--- config.mk ---
export PLATFORM = sky130hd
export DESIGN_NAME = multdiv_result
export DESIGN_NICKNAME = d
export VERILOG_FILES = /design/src/rtl/multdiv_result.sv
export SDC_FILE = /design/constraint.sdc
export NUM_CORES = 1
export LEC_CHECK = 0
export BUFFER_PORTS_ARGS = -buffer_cell sky130_fd_sc_hd__buf_2
export CAP_MARGIN = 25
export CORE_MARGIN = 2
export CORE_UTILIZATION = 42
export CTS_CLUSTER_SIZE = 40
export DETAILED_ROUTE_END_ITERATION = 6
export PLACE_DENSITY = 0.79
export SKIP_CTS_REPAIR_TIMING = 1
export SLEW_MARGIN = 5
export SYNTH_ARGS = -nofsm -noshare
export SYNTH_HDL_FRONTEND = slang
export SYNTH_SLANG_ARGS = --single-unit
--- constraint.sdc ---
create_clock -name clock -period 2.3 [get_ports clock]
set_input_delay 0.115 -clock clock [delete_from_list [all_inputs] [get_ports clock]]
set_output_delay 0.115 -clock clock [all_outputs]
set_load 0.01 [all_outputs]
--- src/rtl/multdiv_result.sv ---
// Result-side stage of the multiply/divide path: tracks the in-flight op, stalls upstream,
// and turns the multdiv result into one held writeback request. Optional: MULTDIV_TIMEOUT_EN.
module multdiv_result #(
  parameter int TIMEOUT_CYCLES = 64
) (
  input  logic        clock,
  input  logic        reset,
  input  logic        ctrl_MULT,
  input  logic        ctrl_DIV,
  input  logic [31:0] inIR,
  input  logic [31:0] data_result,
  input  logic        data_exception,
  input  logic        data_resultRDY,
  input  logic        wb_ack,
  output logic        stall,
  output logic        wb_valid,
  output logic [4:0]  wb_rd,
  output logic [31:0] wb_data,
  output logic [1:0]  state_dbg
);

  // Handshake: wb_valid stays high with wb_rd/wb_data frozen until the cycle wb_ack is
  // sampled high; that edge retires the request.
  typedef enum logic [1:0] {IDLE = 2'd0, BUSY = 2'd1, HOLD = 2'd2} state_t;

  state_t      state, state_n;
  logic [4:0]  rd_q, rd_n;
  logic        op_div, op_div_n;
  logic        wb_valid_n;
  logic [4:0]  wb_rd_n;
  logic [31:0] wb_data_n;
  logic        start;
  logic        timeout;
  logic [31:0] rstatus;
  logic        unused_ok;

  assign start   = ctrl_MULT | ctrl_DIV;
  assign rstatus = op_div ? 32'd5 : 32'd4;

`ifdef MULTDIV_TIMEOUT_EN
  localparam logic [7:0] CNT_LAST = 8'(TIMEOUT_CYCLES - 1);
  logic [7:0] cnt, cnt_n;
  assign timeout   = (cnt == CNT_LAST);
  assign unused_ok = ^{inIR[31:27], inIR[21:0]};
`else
  assign timeout   = 1'b0;
  assign unused_ok = ^{inIR[31:27], inIR[21:0], 8'(TIMEOUT_CYCLES)};
`endif

  assign stall = (state != IDLE) |
                 (((state == IDLE) | ((state == HOLD) & wb_ack)) & start);
  assign state_dbg = state;

  always_comb begin
    state_n    = state;
    rd_n       = rd_q;
    op_div_n   = op_div;
    wb_valid_n = wb_valid;
    wb_rd_n    = wb_rd;
    wb_data_n  = wb_data;
`ifdef MULTDIV_TIMEOUT_EN
    cnt_n      = cnt;
`endif
    case (state)
      IDLE: begin
        if (start) begin
          state_n  = BUSY;
          rd_n     = inIR[26:22];
          op_div_n = ctrl_DIV;
`ifdef MULTDIV_TIMEOUT_EN
          cnt_n    = 8'd0;
`endif
        end
      end
      BUSY: begin
`ifdef MULTDIV_TIMEOUT_EN
        cnt_n = cnt + 8'd1;
`endif
        if (data_resultRDY && !data_exception) begin
          if (rd_q == 5'd0) begin
            state_n = IDLE;
          end else begin
            state_n    = HOLD;
            wb_valid_n = 1'b1;
            wb_rd_n    = rd_q;
            wb_data_n  = data_result;
          end
        end else if (data_resultRDY || timeout) begin
          // Faults and timeouts report through rstatus (r30)
          state_n    = HOLD;
          wb_valid_n = 1'b1;
          wb_rd_n    = 5'd30;
          wb_data_n  = rstatus;
        end
      end
      HOLD: begin
        if (wb_ack) begin
          wb_valid_n = 1'b0;
          if (start) begin
            state_n  = BUSY;
            rd_n     = inIR[26:22];
            op_div_n = ctrl_DIV;
`ifdef MULTDIV_TIMEOUT_EN
            cnt_n    = 8'd0;
`endif
          end else begin
            state_n = IDLE;
          end
        end
      end
      default: state_n = IDLE;
    endcase
  end

  always_ff @(posedge clock or posedge reset) begin
    if (reset) begin
      state    <= IDLE;
      rd_q     <= 5'd0;
      op_div   <= 1'b0;
      wb_valid <= 1'b0;
      wb_rd    <= 5'd0;
      wb_data  <= 32'd0;
    end else begin
      state    <= state_n;
      rd_q     <= rd_n;
      op_div   <= op_div_n;
      wb_valid <= wb_valid_n;
      wb_rd    <= wb_rd_n;
      wb_data  <= wb_data_n;
    end
  end

`ifdef MULTDIV_TIMEOUT_EN
  always_ff @(posedge clock or posedge reset) begin
    if (reset) cnt <= 8'd0;
    else       cnt <= cnt_n;
  end
`endif

endmodule

==> results of run 1 <==
how the worst max path moves through the flow:
stage / endpoint / cells past startpoint / slack (ps)
3_5_place_dp: wb_data[0]$_DFFE_PP0P_ / 3 / 530
4_1_cts: wb_data[0]$_DFFE_PP0P_ / 3 / 510
6_report: wb_data[0]$_DFFE_PP0P_ / 3 / 510
5_1_grt: wb_data[19]$_DFFE_PP0P_ / 4 / 480
3_3_place_gp: wb_data[0]$_DFFE_PP0P_ / 3 / 540
2_1_floorplan: wb_data[0]$_DFFE_PP0P_ / 3 / 590
cell usage in the layout (no fill, tap or decap):
master          n
o21ai_0         1
mux2_2          7
o211ai_1        1
dlygate4sd3_1   1
o22a_2          6
a211oi_2        1
buf_2          84
inv_1           2
mux2_4          1
inv_2           1
nor2b_1         2
nand2b_1        2
buf_12          1
nand2_1         1
a32o_1          1
clkinv_2        1
o311ai_4        1
o211a_4         1
buf_4           2
clkbuf_8        6
o311a_4         1
clkbuf_1        1
dfrtp_1        46
a21o_1          1
or4_4           1
nor2_1          2
a22o_1         30
worst max-delay path, stage by stage, from the launching register on:
cell	delay (ps)
dfrtp_1	400
or4_4	590
o311a_4	380
mux2_4	310
per-stage QoR:
| stage | std cells | setup WS [ps] |
|---|---|---|
| final | 255 | 509.4 |
| after global routing | 255 | 476.3 |
| after CTS | 253 | 510.8 |
| after detailed placement | 245 | 527.7 |
| after global placement | 245 | 535.6 |
| after floorplan | 115 | 588.3 |
cell type report:
cell class	count	area, sq um
clock inverters	1	5.005
flip-flops and latches	46	1151
multi-input cells	60	571.8
repair buffers	88	465.4
clock buffers	7	86.33
well taps	50	62.56
fillers	324	1704
inverters	3	11.26
cell families (layout without fill, tap and decap cells):
group           count (synthesis)  count (layout)
buf+inv                         9              99
simple gates                    8               8
compound gates                 44              44
flops                          46              46
mux                             8               8
state kept, by name, summed over array words and instances, names as in the netlist:
name	flops
wb_rd	5
wb_valid	1
wb_data	32
op_div	1
state_dbg	2
rd_q	5
power groups by stage:
stage | Combinational (mW) | Sequential (mW) | Clock [mW]
2_1_floorplan | 0.643 | 1.61 | 0
3_3_place_gp | 1.27 | 1.45 | 0
3_5_place_dp | 1.28 | 1.46 | 0
4_1_cts | 1.29 | 1.45 | 0.495
5_1_grt | 1.38 | 1.50 | 0.538
6_report | 1.27 | 1.45 | 0.477
routing by layer:
metal | wire, um | up-vias
li1 | - | 624
met1 | 1680 | 589
met2 | 1679 | 59
met3 | 279 | 2
met4 | 12 | 0
met5 | 0 | -
==> flow_summary_export.csv, run 1 <==
group,metric,value,unit
min_path,hold_end,"state_dbg[1]$_DFFE_PP0P_",
power,switching_share,33.87,%
sta,slew_headroom,63.26,%
routing,drc,0,
placement,finalWeightedCongestion,0.7026,
sta,tns,0,ps
yosys,netlist_area,0.001802,sq mm
worst_setup_path,rrSetupSlack,510,ps
yosys,ys_warn_count,0,
routing,wl,3652,um
yosys,yosys-top-cells-area,"dfrtp_1 64%, a22o_1 15%, mux2_2 4.4%",
power,powerDensity,1358,mW/mm^2
placement,dpl-instance-area,0.002232,sq mm
sta,slew_violations,0,
min_path,min_from,"wb_ack",
power,finalPower,3.195,mW
worst_setup_path,reg2reg_depth,3,
yosys,synth_edf_count,0,
yosys,syn_nets,186,
die,io_pins,112,
worst_setup_path,critPathRequiredTime,2480,ps
yosys,yosys-top-cells-count,"46 x dfrtp_1, 30 x a22o_1, 7 x mux2_2",
die,die_h,69.50,um
run,cap_viol_max_count,0,
die,die_area,0.004830,sq mm
worst_setup_path,reg2reg_from,"rd_q[0]$_DFFE_PP0P_",
worst_setup_path,arrival,1970,ps
routing,ant_nets,0,
sta,tightest_slew,550.1,ps
min_path,holdPathStages,2,
routing,dr.first_iter.drc_count,23,
power,combPwrFrac,39.8,%
yosys,ys_types,20,
sta,period_share,77.85,%
grt,antenna_found_initial,0,
power,p_sw,1.082,mW
yosys,yosys.area.top_type_share,63.89,%
yosys,synth_top_family_by_area,"compound AO/OA/AOI/OAI gates",
power,clkPwrFrac,14.9,%
worst_setup_path,worst-path-max-fanout,7,
yosys,synth_mux_area_share,5.208,%
clock_network,cts_buffers,5,
sta,fmax,558.5,MHz
power,intPower,2.113,mW
yosys,yosys.area.top_type,"dfrtp_1",
yosys,ys_seq_elements,46,
worst_setup_path,crit_path_start_kind,"flop",
routing,wl_per_cell,14.32,um
placement,portBuffers,84,
final_layout,antenna_cells,0,
sta,rsz0062_at_grt,"no",
worst_setup_path,critPathKind,"flop to flop",
yosys,yosys.area_share.simple,2.639,%
min_path,hold_path.class,"input port to flop",
power,p_leak,1.231,nW
grt,grt_util_met2,24.68,%
routing,viasPerCell,4.996,
worst_setup_path,endpoint_kind,"flop",
sta,hold_violations,0,
yosys,async_reset_ff_share,100.0,%
final_layout,fin_util,58.00,%
worst_setup_path,r2r_end,"wb_data[0]$_DFFE_PP0P_",
placement,hpwl,2598,um
clock_network,cts_sinks,46,
clock_network,cts_tree,"yes",
sta,skew,9.757,ps
power,p_seq_share,45.2,%
final_layout,final_nets,275,
clock_network,path_clk_slew,80,ps
grt,overflow,0,
final_layout,syn_to_final_growth,30.63,%
grt,use_met1,19.55,%
yosys,synth.most_common_cell,"dfrtp_1",
clock_network,root_buffer,"clkbuf_8",
die,row_count,23,
yosys,synth-main-ff-cell,"dfrtp_1",
die,coreArea,0.004058,sq mm
grt,grt_first_pass_wirelength,5865,um
routing,num_vias,1274,
grt,grt.met3_usage,5.087,%
yosys,yosysSeqAreaShare,63.89,%
sta,setup_violations,0,
worst_setup_path,critical_path.startpoint,"rd_q[0]$_DFFE_PP0P_",
yosys,synth-adder-area-share,0,%
routing,dr.pass1.iters,4,
die,initial_core_util,44.40,%
yosys,synthXorXnorAreaFrac,0,%
sta,fin_crit,1791,ps
grt,grt_max_degree,47,
yosys,synth-compound-area-share,23.89,%
yosys,syn_inst,115,
clock_network,insertion_delay,290,ps
clock_network,cts-htree-levels,2,
clock_network,clockBufferDepth,2,
grt,grt_pass1_vias,1287,
die,die_w,69.50,um
final_layout,drive_above_1_share,55.61,%
final_layout,design_area,0.002354,sq mm
power,vdd_drop_max,0.0006113,V
sta,whs,27.77,ps
grt,busiest_layer,"met2",
grt,grt.total_usage,15.07,%
run_status,run_status,"finished, final reports clean",
yosys,avgSynthCellArea,15.67,sq um
Power figures use the tool's default switching activity.
==> inputs of run 2 (changes only) <==
--- a/config.mk
+++ b/config.mk
@@ -5,13 +5,14 @@
 export SDC_FILE = /design/constraint.sdc
 export NUM_CORES = 1
 export LEC_CHECK = 0
+export ABC_AREA = 1
 export BUFFER_PORTS_ARGS = -buffer_cell sky130_fd_sc_hd__buf_2
 export CAP_MARGIN = 25
 export CORE_MARGIN = 2
-export CORE_UTILIZATION = 42
+export CORE_UTILIZATION = 40
 export CTS_CLUSTER_SIZE = 40
 export DETAILED_ROUTE_END_ITERATION = 6
-export PLACE_DENSITY = 0.79
+export PLACE_DENSITY = 0.76
 export SKIP_CTS_REPAIR_TIMING = 1
 export SLEW_MARGIN = 5
 export SYNTH_ARGS = -nofsm -noshare
==> constraint.sdc (replaced) <==
create_clock -name clock -period 1.6 [get_ports clock]
set_input_delay 0.08 -clock clock [delete_from_list [all_inputs] [get_ports clock]]
set_output_delay 0.08 -clock clock [all_outputs]
set_load 0.01 [all_outputs]
==> flow_summary_export.csv, run 2 <==
group,metric,value,unit
clock_network,cts-htree-levels,2,
placement,portBuffers,84,
grt,overflow,0,
worst_setup_path,arrival,1550,ps
sta,fin_crit,1322,ps
routing,wl,4526,um
sta,rsz0062_at_grt,"no",
clock_network,cts_buffers,5,
worst_setup_path,crit_chain,"inv_1, nor2_2, buf_4, nand4_1, nand2_1",
run_status,run_status,"finished, final reports clean",
yosys,synth-main-ff-cell,"dfrtp_1",
grt,grt_max_degree,38,
routing,wl_per_cell,12.13,um
sta,tightest_slew,492.8,ps
sta,slew_violations,0,
clock_network,path_clk_slew,80,ps
worst_setup_path,crit_path_start_kind,"flop",
final_layout,regMostFlops,"wb_data",
clock_network,insertion_delay,280,ps
grt,grt_pass1_vias,1634,
yosys,yosys-top-cells-area,"dfrtp_1 57%, nand2_1 16%, nand4_1 11%",
grt,grt_util_met2,28.85,%
yosys,ys_seq_elements,46,
yosys,yosys.area.top_type_share,57.18,%
sta,period_share,82.60,%
final_layout,final_nets,377,
yosys,ys_types,18,
routing,ant_nets,0,
grt,grt.met3_usage,5.355,%
final_layout,nFillCells,470,
clock_network,clockBufferDepth,2,
die,die_w,74.95,um
grt,grt_first_pass_wirelength,7307,um
min_path,hold_path.class,"input port to flop",
yosys,synth.most_common_cell,"nand2_1",
worst_setup_path,path_delay_family,"buffers and inverters",
final_layout,layout_commonest_cell,"nand2_1",
clock_network,root_buffer,"clkbuf_8",
grt,busiest_layer,"met2",
yosys,yosys.area.top_type,"dfrtp_1",
routing,dr.first_iter.drc_count,60,
placement,hpwl,3202,um
yosys,syn_inst,222,
die,row_count,25,
routing,drc,0,
yosys,avgSynthCellArea,9.068,sq um
yosys,syn_nets,293,
yosys,yosys-top-cells-count,"85 x nand2_1, 46 x dfrtp_1, 37 x nand4_1",
worst_setup_path,worst-path-max-fanout,37,
routing,dr.pass1.iters,4,
worst_setup_path,critPathKind,"flop to flop",
sta,tns,0,ps
die,coreArea,0.004786,sq mm
final_layout,largest_reg_flops,32,
worst_setup_path,critPathRequiredTime,1820,ps
sta,whs,35.94,ps
routing,num_vias,1809,
yosys,netlist_area,0.002013,sq mm
sta,fmax,756.6,MHz
die,initial_core_util,42.07,%
final_layout,top_regs,"wb_data: 32 flops, rd_q: 5 flops, wb_rd: 5 flops",
grt,use_met1,21.05,%
die,die_area,0.005617,sq mm
run,cap_viol_max_count,0,
grt,antenna_found_initial,0,
placement,finalWeightedCongestion,0.7296,
clock_network,cts_sinks,46,
sta,slew_headroom,66.94,%
power,p_leak,1.479,nW
final_layout,syn_to_final_growth,28.09,%
sta,skew,2.514,ps
worst_setup_path,critPathBufInv,2,
die,io_pins,112,
power,vdd_drop_max,0.001076,V
worst_setup_path,cpMaxStageDelayCell,"dfrtp_1",
sta,setup_violations,0,
yosys,yosysSeqAreaShare,57.18,%
grt,grt.total_usage,16.96,%
yosys,synth_edf_count,0,
final_layout,drive_above_1_share,33.33,%
clock_network,cts_tree,"yes",
routing,viasPerCell,4.850,
worst_setup_path,critPathMaxStageDelay,410,ps
sta,hold_violations,0,
power,powerDensity,1738,mW/mm^2
yosys,ys_warn_count,0,
final_layout,layout_common_cells,"85 x nand2_1, 84 x buf_2, 46 x dfrtp_1",
worst_setup_path,endpoint_kind,"flop",
yosys,async_reset_ff_share,100.0,%
die,die_h,74.95,um
final_layout,antenna_cells,0,
==> run 2: changes by cell type in the layout (fill, tap and decap cells not counted), moves of 7 or more <==
cell     change
nand4_1     +37
nand2_1     +84
a22o_1      -30
nor2_1       +7
mux2_2       -7
inv_1        +8
==> run 2: per-layer routing <==
| metal | share of wire (%) | vias up |
|---|---|---|
| met5 | 0 | - |
| met2 | 46 | 67 |
| li1 | - | 898 |
| met1 | 45 | 842 |
| met3 | 7.9 | 2 |
| met4 | 0.24 | 0 |
==> run 2: cells by family after synthesis <==
family	synth area share, %
buffers and inverters	8.950
DFF	57.18
AOI/OAI and AO/OA	2.734
and+or+nand+nor	31.14
==> run 2: power by group <==
part           leakage (nW)  switching, mW  internal (mW)  total [mW]
logic                 0.862           1.13          0.730        1.86
clock network        0.0383          0.343          0.301       0.644
registers             0.579          0.275           1.70        1.98
total                  1.48           1.75           2.73        4.48
==> run 2: worst min-delay path, stage by stage <==
cell,delay (ps)
buf_2,70
nand4_1,70
nand2_1,70
==> run 2: final cells by class <==
type | instances | area [sq um] | area share [%]
flip-flops and latches | 46 | 1151 | 44.64
multi-input cells | 147 | 684.4 | 26.54
repair buffers | 94 | 538.0 | 20.86
well taps | 67 | 83.83 | 3.251
clock buffers | 7 | 76.32 | 2.960
inverters | 12 | 45.04 | 1.747
==> run 2: metrics by stage <==
stage / util [%] / power [mW] / area [sq um] / setup WS (ps) / std cells
after global placement: 51.87 / 3.832 / 2482 / 257.1 / 364
after CTS: 53.46 / 4.547 / 2559 / 278.3 / 371
after detailed placement: 51.87 / 3.890 / 2482 / 223.3 / 364
after global routing: 53.88 / 4.878 / 2579 / 114.0 / 373
final: 53.88 / 4.481 / 2579 / 278.3 / 373
after floorplan: - / 3.168 / 2013 / 397.9 / 222
==> run 2: final timing paths <==
check / end / startpoint / slack (ps) / depth (start not counted)
setup reg to reg: wb_data[6]$_DFFE_PP0P_ / state_dbg[0]$_DFFE_PP0P_ / 280 / 5
hold reg to reg: wb_data[24]$_DFFE_PP0P_ / wb_data[24]$_DFFE_PP0P_ / 470 / 2
min in group asynchronous: wb_data[17]$_DFFE_PP0P_ / reset / 350 / 3
setup / recovery: wb_data[6]$_DFFE_PP0P_ / state_dbg[0]$_DFFE_PP0P_ / 280 / 5
max in group asynchronous: wb_data[16]$_DFFE_PP0P_ / reset / 760 / 4
hold / removal: wb_data[17]$_DFFE_PP0P_ / data_result[17] / 40 / 3
